### config.mk
export PLATFORM = sky130hd
export DESIGN_NAME = rle_line_decoder_flat
export DESIGN_NICKNAME = d
export VERILOG_FILES = /design/src/rtl/rle_line_decoder_if.sv /design/src/rtl/rle_line_decoder.sv /design/src/flat_wrapper.sv
export SDC_FILE = /design/constraint.sdc
export NUM_CORES = 1
export LEC_CHECK = 0
export ABC_AREA = 1
export CORE_ASPECT_RATIO = 1.75
export CORE_MARGIN = 2
export CORE_UTILIZATION = 45
export CTS_CLUSTER_SIZE = 40
export DETAILED_ROUTE_END_ITERATION = 7
export PLACE_DENSITY = 0.68
export SLEW_MARGIN = 10
export SYNTH_ARGS = -nofsm -noshare
export SYNTH_HDL_FRONTEND = slang
export SYNTH_SLANG_ARGS = --single-unit
### constraint.sdc
create_clock -name clock -period 4.17 [get_ports clock]
set_input_delay 0.834 -clock clock [delete_from_list [all_inputs] [get_ports clock]]
set_output_delay 0.834 -clock clock [all_outputs]
set_load 0.1 [all_outputs]
### src/rtl/rle_line_decoder_if.sv
// Pixel-link bundle: serial input, dav_/rfd pixel handshake and sticky status flags.
// The decoder side uses the master modport; a line consumer or bench uses slave.
interface rle_line_decoder_if;
  logic rxd;
  logic colore;
  logic endline;
  logic dav_;
  logic rfd;
  logic ovr;
  logic err;

  modport master (
    input  rxd,
    input  rfd,
    output colore,
    output endline,
    output dav_,
    output ovr,
    output err
  );

  modport slave (
    output rxd,
    output rfd,
    input  colore,
    input  endline,
    input  dav_,
    input  ovr,
    input  err
  );
endinterface

### src/rtl/rle_line_decoder.sv
// Run-length line decoder: 1-bit-per-clock frame receiver, small byte FIFO and a
// pixel emitter that expands each run into dav_/rfd handshakes.
module rle_line_decoder #(
  parameter int FIFO_DEPTH = 4,
  parameter int PTR_W      = 2
) (
  input  logic                clock,
  input  logic                reset_,
  rle_line_decoder_if.master  bus
);

  typedef enum logic [1:0] {R_IDLE, R_DATA, R_STOP, R_WAIT} rx_state_t;
  typedef enum logic [1:0] {O_IDLE, O_PRES, O_WACK, O_WREL} out_state_t;

  rx_state_t        r_rx_state, w_rx_next;
  out_state_t       r_out_state, w_out_next;
  logic [2:0]       r_bit_cnt;
  logic [7:0]       r_shift;
  logic [7:0]       r_mem [FIFO_DEPTH];
  logic [PTR_W-1:0] r_wr_ptr, r_rd_ptr;
  logic [PTR_W:0]   r_count;
  logic             r_colore, r_endline, r_dav_n, r_ovr, r_err;
  logic [6:0]       r_remaining;

  logic             w_push_req, w_push, w_pop, w_full, w_empty, w_frame_err;
  logic [7:0]       w_head;

  assign w_full      = (r_count == (PTR_W+1)'(FIFO_DEPTH));
  assign w_empty     = (r_count == '0);
  assign w_head      = r_mem[r_rd_ptr];
  // 0x01 would be a colour-1 run of zero pixels, so it is rejected like a framing error.
  assign w_push_req  = (r_rx_state == R_STOP) && bus.rxd && (r_shift != 8'h01);
  assign w_frame_err = (r_rx_state == R_STOP) && (!bus.rxd || (r_shift == 8'h01));
  assign w_pop       = (r_out_state == O_IDLE) && !w_empty && bus.rfd;
  // A simultaneous pop frees the slot, so a full FIFO still accepts the byte.
  assign w_push      = w_push_req && (!w_full || w_pop);

  // NOTE: every always_comb output gets a default first so no path can infer a latch.
  always_comb begin
    w_rx_next = r_rx_state;
    case (r_rx_state)
      R_IDLE:  if (!bus.rxd) w_rx_next = R_DATA;
      R_DATA:  if (r_bit_cnt == 3'd7) w_rx_next = R_STOP;
      R_STOP:  w_rx_next = bus.rxd ? R_IDLE : R_WAIT;
      R_WAIT:  if (bus.rxd) w_rx_next = R_IDLE;
      default: w_rx_next = R_IDLE;
    endcase
  end

  // NOTE: sequential state uses non-blocking assignments so all registers update together.
  always_ff @(posedge clock) begin
    if (!reset_) begin
      r_rx_state <= R_IDLE;
      r_bit_cnt  <= '0;
      r_shift    <= '0;
      r_ovr      <= 1'b0;
      r_err      <= 1'b0;
    end else begin
      r_rx_state <= w_rx_next;
      if (r_rx_state == R_IDLE) r_bit_cnt <= '0;
      if (r_rx_state == R_DATA) begin
        r_shift   <= {bus.rxd, r_shift[7:1]};
        r_bit_cnt <= r_bit_cnt + 3'd1;
      end
      if (w_frame_err)            r_err <= 1'b1;
      if (w_push_req && !w_push)  r_ovr <= 1'b1;
    end
  end

  // NOTE: the storage array is not reset; occupancy is tracked by the reset pointers.
  always_ff @(posedge clock) begin
    if (w_push) r_mem[r_wr_ptr] <= r_shift;
  end

  always_ff @(posedge clock) begin
    if (!reset_) begin
      r_wr_ptr <= '0;
      r_rd_ptr <= '0;
      r_count  <= '0;
    end else begin
      if (w_push) r_wr_ptr <= r_wr_ptr + 1'b1;
      if (w_pop)  r_rd_ptr <= r_rd_ptr + 1'b1;
      case ({w_push, w_pop})
        2'b10:   r_count <= r_count + 1'b1;
        2'b01:   r_count <= r_count - 1'b1;
        default: r_count <= r_count;
      endcase
    end
  end

  always_comb begin
    w_out_next = r_out_state;
    case (r_out_state)
      O_IDLE:  if (w_pop) w_out_next = O_PRES;
      O_PRES:  w_out_next = O_WACK;
      O_WACK:  if (!bus.rfd) w_out_next = O_WREL;
      O_WREL:  if (bus.rfd) w_out_next = (r_remaining > 7'd1) ? O_PRES : O_IDLE;
      default: w_out_next = O_IDLE;
    endcase
  end

  always_ff @(posedge clock) begin
    if (!reset_) begin
      r_out_state <= O_IDLE;
      r_colore    <= 1'b0;
      r_endline   <= 1'b0;
      r_dav_n     <= 1'b1;
      r_remaining <= '0;
    end else begin
      r_out_state <= w_out_next;
      if (w_pop) begin
        // An end-of-line token is emitted as a single colour-0 transfer.
        r_colore    <= (w_head == 8'h00) ? 1'b0 : w_head[0];
        r_endline   <= (w_head == 8'h00);
        r_remaining <= (w_head == 8'h00) ? 7'd1 : w_head[7:1];
      end
      if (r_out_state == O_PRES)              r_dav_n <= 1'b0;
      if (r_out_state == O_WACK && !bus.rfd)  r_dav_n <= 1'b1;
      if (r_out_state == O_WREL && bus.rfd && r_remaining > 7'd1)
        r_remaining <= r_remaining - 7'd1;
    end
  end

  assign bus.colore  = r_colore;
  assign bus.endline = r_endline;
  assign bus.dav_    = r_dav_n;
  assign bus.ovr     = r_ovr;
  assign bus.err     = r_err;

endmodule

### src/flat_wrapper.sv
// flat-port wrapper written by rule: the top's interface ports become plain ports
module rle_line_decoder_flat 
#(
  parameter int FIFO_DEPTH = 4,
  parameter int PTR_W      = 2
)
  (clock, reset_, bus_rxd, bus_rfd, bus_colore, bus_endline, bus_dav_, bus_ovr, bus_err);
  rle_line_decoder_if bus_i ();
  input  logic clock;
  input  logic reset_;
  input wire logic [$bits(bus_i.rxd)-1:0] bus_rxd;
  input wire logic [$bits(bus_i.rfd)-1:0] bus_rfd;
  output wire logic [$bits(bus_i.colore)-1:0] bus_colore;
  output wire logic [$bits(bus_i.endline)-1:0] bus_endline;
  output wire logic [$bits(bus_i.dav_)-1:0] bus_dav_;
  output wire logic [$bits(bus_i.ovr)-1:0] bus_ovr;
  output wire logic [$bits(bus_i.err)-1:0] bus_err;
  assign bus_i.rxd = bus_rxd;
  assign bus_i.rfd = bus_rfd;
  assign bus_colore = bus_i.colore;
  assign bus_endline = bus_i.endline;
  assign bus_dav_ = bus_i.dav_;
  assign bus_ovr = bus_i.ovr;
  assign bus_err = bus_i.err;
  rle_line_decoder #(.FIFO_DEPTH(FIFO_DEPTH), .PTR_W(PTR_W)) u_core (.clock(clock), .reset_(reset_), .bus(bus_i));
endmodule
==> out/qor.yml <==
status:
  status: "finished, final reports clean"
synthesis:
  synth_top_family_by_area: "simple AND/OR/NAND/NOR gates"
  syn_nets: 365
  synth.area.mux_share_pct: 0
  synth_simple_gate_area_share_pct: 21.8
  syn-cell-area_um2: 3070
  synth_cells: 347
  synthAdderAreaFrac_pct: 5.95
  synthXorXnorAreaFrac_pct: 1.43
  synth_compound_area_share_pct: 9.29
  synth.avg_cell_area_um2: 8.85
  ys_warn_count: 0
  ys_seq_elements: 68
  ys_seq_area_share_pct: 54.7
  yosysUniqueCellTypes: 30
cts:
  clk_pin_slew_ns: 0.05
  clockBufferDepth: 2
  h-tree-depth: 3
  clk_latency_ns: 0.33
  cts_setup_buffers: 0
  cts_resized: 0
  cts_tree: "done"
  cts_root_buf: "clkbuf_16"
  clock_sinks: 68
  cts_hold_buffers: 0
  cts_buffers: 9
floorplan:
  dieArea_um2: 7530
  dieWidth_um: 66.5
  start_util_pct: 46.6
  die_y_um: 113
  ioPinCount: 9
  num_rows: 39
  core_area_um2: 6590
finish:
  finalNetCount: 375
  syn2layout_area_growth_pct: 13.0
  ff_latch_area_um2: 1680
  n_antenna_cell: 0
  final_cells: 444
  utilization_pct: 52.7
  drive_above_1_share_pct: 5.52
  fillers: 613
  multiInputGateArea_um2: 1180
drt:
  avgViaCountPerCell: 5.04
  antenna_left: 0
  drc: 0
  drt_iter0_drc: 122
  vias: 2236
  drt_wl_total_um: 5970
  routedWlPerCell_um: 13.4
  drt_pass1_iterations: 4
timing:
  relSlewSlack_pct: 35.2
  fin_skew_ns: 0.00563
  post-route-period-util_pct: 65.5
  max_freq_mhz: 366
  setup_slack_ns: 1.44
  setup_viol: 0
  period_needed_ns: 2.73
  worst_slew_pin_slew_ns: 0.969
  finalHoldViolCount: 0
  fin_tns_setup_ns: 0
  maxSlewViolCount: 0
  rsz0062_at_grt: "no"
worst_hold_path:
  hold_path.class: "reg -> reg"
worst_setup_path:
  cp-start-kind: "input port"
  cp.arrival_ns: 2.94
  crit_path_top_delay_cell: "clkdlybuf4s50_1"
  crit_chain: "clkdlybuf4s50_1 -> nand3_2 -> inv_1 -> nand2_1 -> fa_1 -> inv_1 -> nand4_1 -> a21oi_1 -> nor2_1"
  path_common_cell: "inv_1"
  crit_type: "in -> reg"
  critPathMaxStageDelay_ns: 0.56
  endpoint_kind: "flip-flop"
  crit_path_max_fanout: 13
  cp.required_ns: 4.38
placed_design:
  gp_congestion: 0.765
  io_buffers: 8
  hpwlAfterDp_um: 4260
  place_ws_ns: 1.12
  dp.cells: 428
grt:
  antenna_found_initial: 0
  grt_max_degree: 26
  gr-total-overflow: 0
  grt_pass1_wl_um: 10100
  grt.total_usage_pct: 18.2
  first_global_vias: 2227
pwr:
  power_density_nw_per_um2: 543
  power_mw: 1.88
  max-vdd-ir-drop_mv: 0.379
  leakagePower_nw: 1.39
run:
  cap_violations: 0
[cell usage in the layout, fill, tap and decap left out, drive strengths merged]
cell type      Yosys  routed
a211oi             1       1
a21oi             23      23
buf                9       1
clkbuf             1      14
clkdlybuf4s50      0       8
clkinv             1       3
dfxtp             36      36
edfxtp            32      32
fa                 1       1
ha                13      13
inv               34      34
nand2             82      82
nand3             30      30
nand4              5       5
nor2              43      43
nor3               1       1
o21a               1       1
o21ai             27      27
o21bai             1       1
o221ai             1       1
xnor2              2       2
xor2               3       3
[cell usage after synthesis, drive strengths merged]
cell	number	area, um2
inv	34	130
a21oi	23	119
o221ai	1	8.76
xnor2	2	17.5
buf	9	70.1
nor2	43	166
nor3	1	5.00
dfxtp	36	721
o21bai	1	7.51
fa	1	20.0
clkbuf	1	3.75
xor2	3	26.3
nand4	5	31.3
clkinv	1	3.75
a211oi	1	7.51
o21ai	27	135
nand2	82	313
ha	13	163
edfxtp	32	961
nand3	30	155
o21a	1	7.51
[where the power goes]
group	total (mW)	switching [mW]	leakage, nW	internal [mW]
logic	0.382	0.249	0.663	0.132
registers	0.796	0.0511	0.587	0.745
clock network	0.706	0.255	0.139	0.452
[path summary, 6_finish.rpt]
check,depth (start not counted),end,slack [ns],startpoint
max,9,u_core.r_count[2],1.44,bus_rfd
min,2,u_core.bus.err,0.46,u_core.bus.err
max reg2reg,10,u_core.r_count[2],1.81,u_core.r_out_state[0]
min reg2reg,2,u_core.bus.err,0.46,u_core.bus.err
[worst max-delay path, delay by kind of cell]
family / cells / cell delay [ns]
simple gates: 4 / 0.60
buf+inv: 3 / 0.94
fa+ha+maj: 1 / 0.41
compound gates: 1 / 0.17
[registers in the layout (all words and copies together), names as in the netlist, named ones only]
signal,flops
u_core.r_bit_cnt,3
u_core.r_shift,8
u_core.r_rd_ptr,2
u_core.r_rx_state,2
u_core.bus.endline,1
u_core.bus.colore,1
u_core.r_wr_ptr,2
u_core.bus.ovr,1
u_core.bus.err,1
u_core.r_mem,32
u_core.r_out_state,2
u_core.r_count,3
u_core.r_remaining,7
u_core.bus.dav_,1
[cell type report]
type	instances	area share (%)
clock buffers	14	7.93
inverters	35	3.86
flip-flops and latches	68	48.4
multi-input cells	234	34.1
clock inverters	2	0.252
well taps	82	2.95
repair buffers	9	2.52
[through the flow]
step,cell area (um2),hold WS (ns)
floorplan,3070,0.436
global placement,3190,0.444
detailed placement,3190,0.443
CTS,3470,0.453
global route,3470,0.469
finish,3470,0.456
[logic make-up (layout without fill, tap and decap cells)]
kind of cell | after synthesis | after routing
buf+inv | 45 | 60
fa+ha+maj | 14 | 14
flops | 68 | 68
simple gates | 161 | 161
compound gates | 54 | 54
xor+xnor | 5 | 5
[metal layers]
layer / track usage [%] / wire [um]
met4: 10.1 / 212
met3: 4.97 / 168
met2: 33.1 / 3330
met1: 18.0 / 2260
met5: 0 / 0
(Power assumes the default switching activity.)
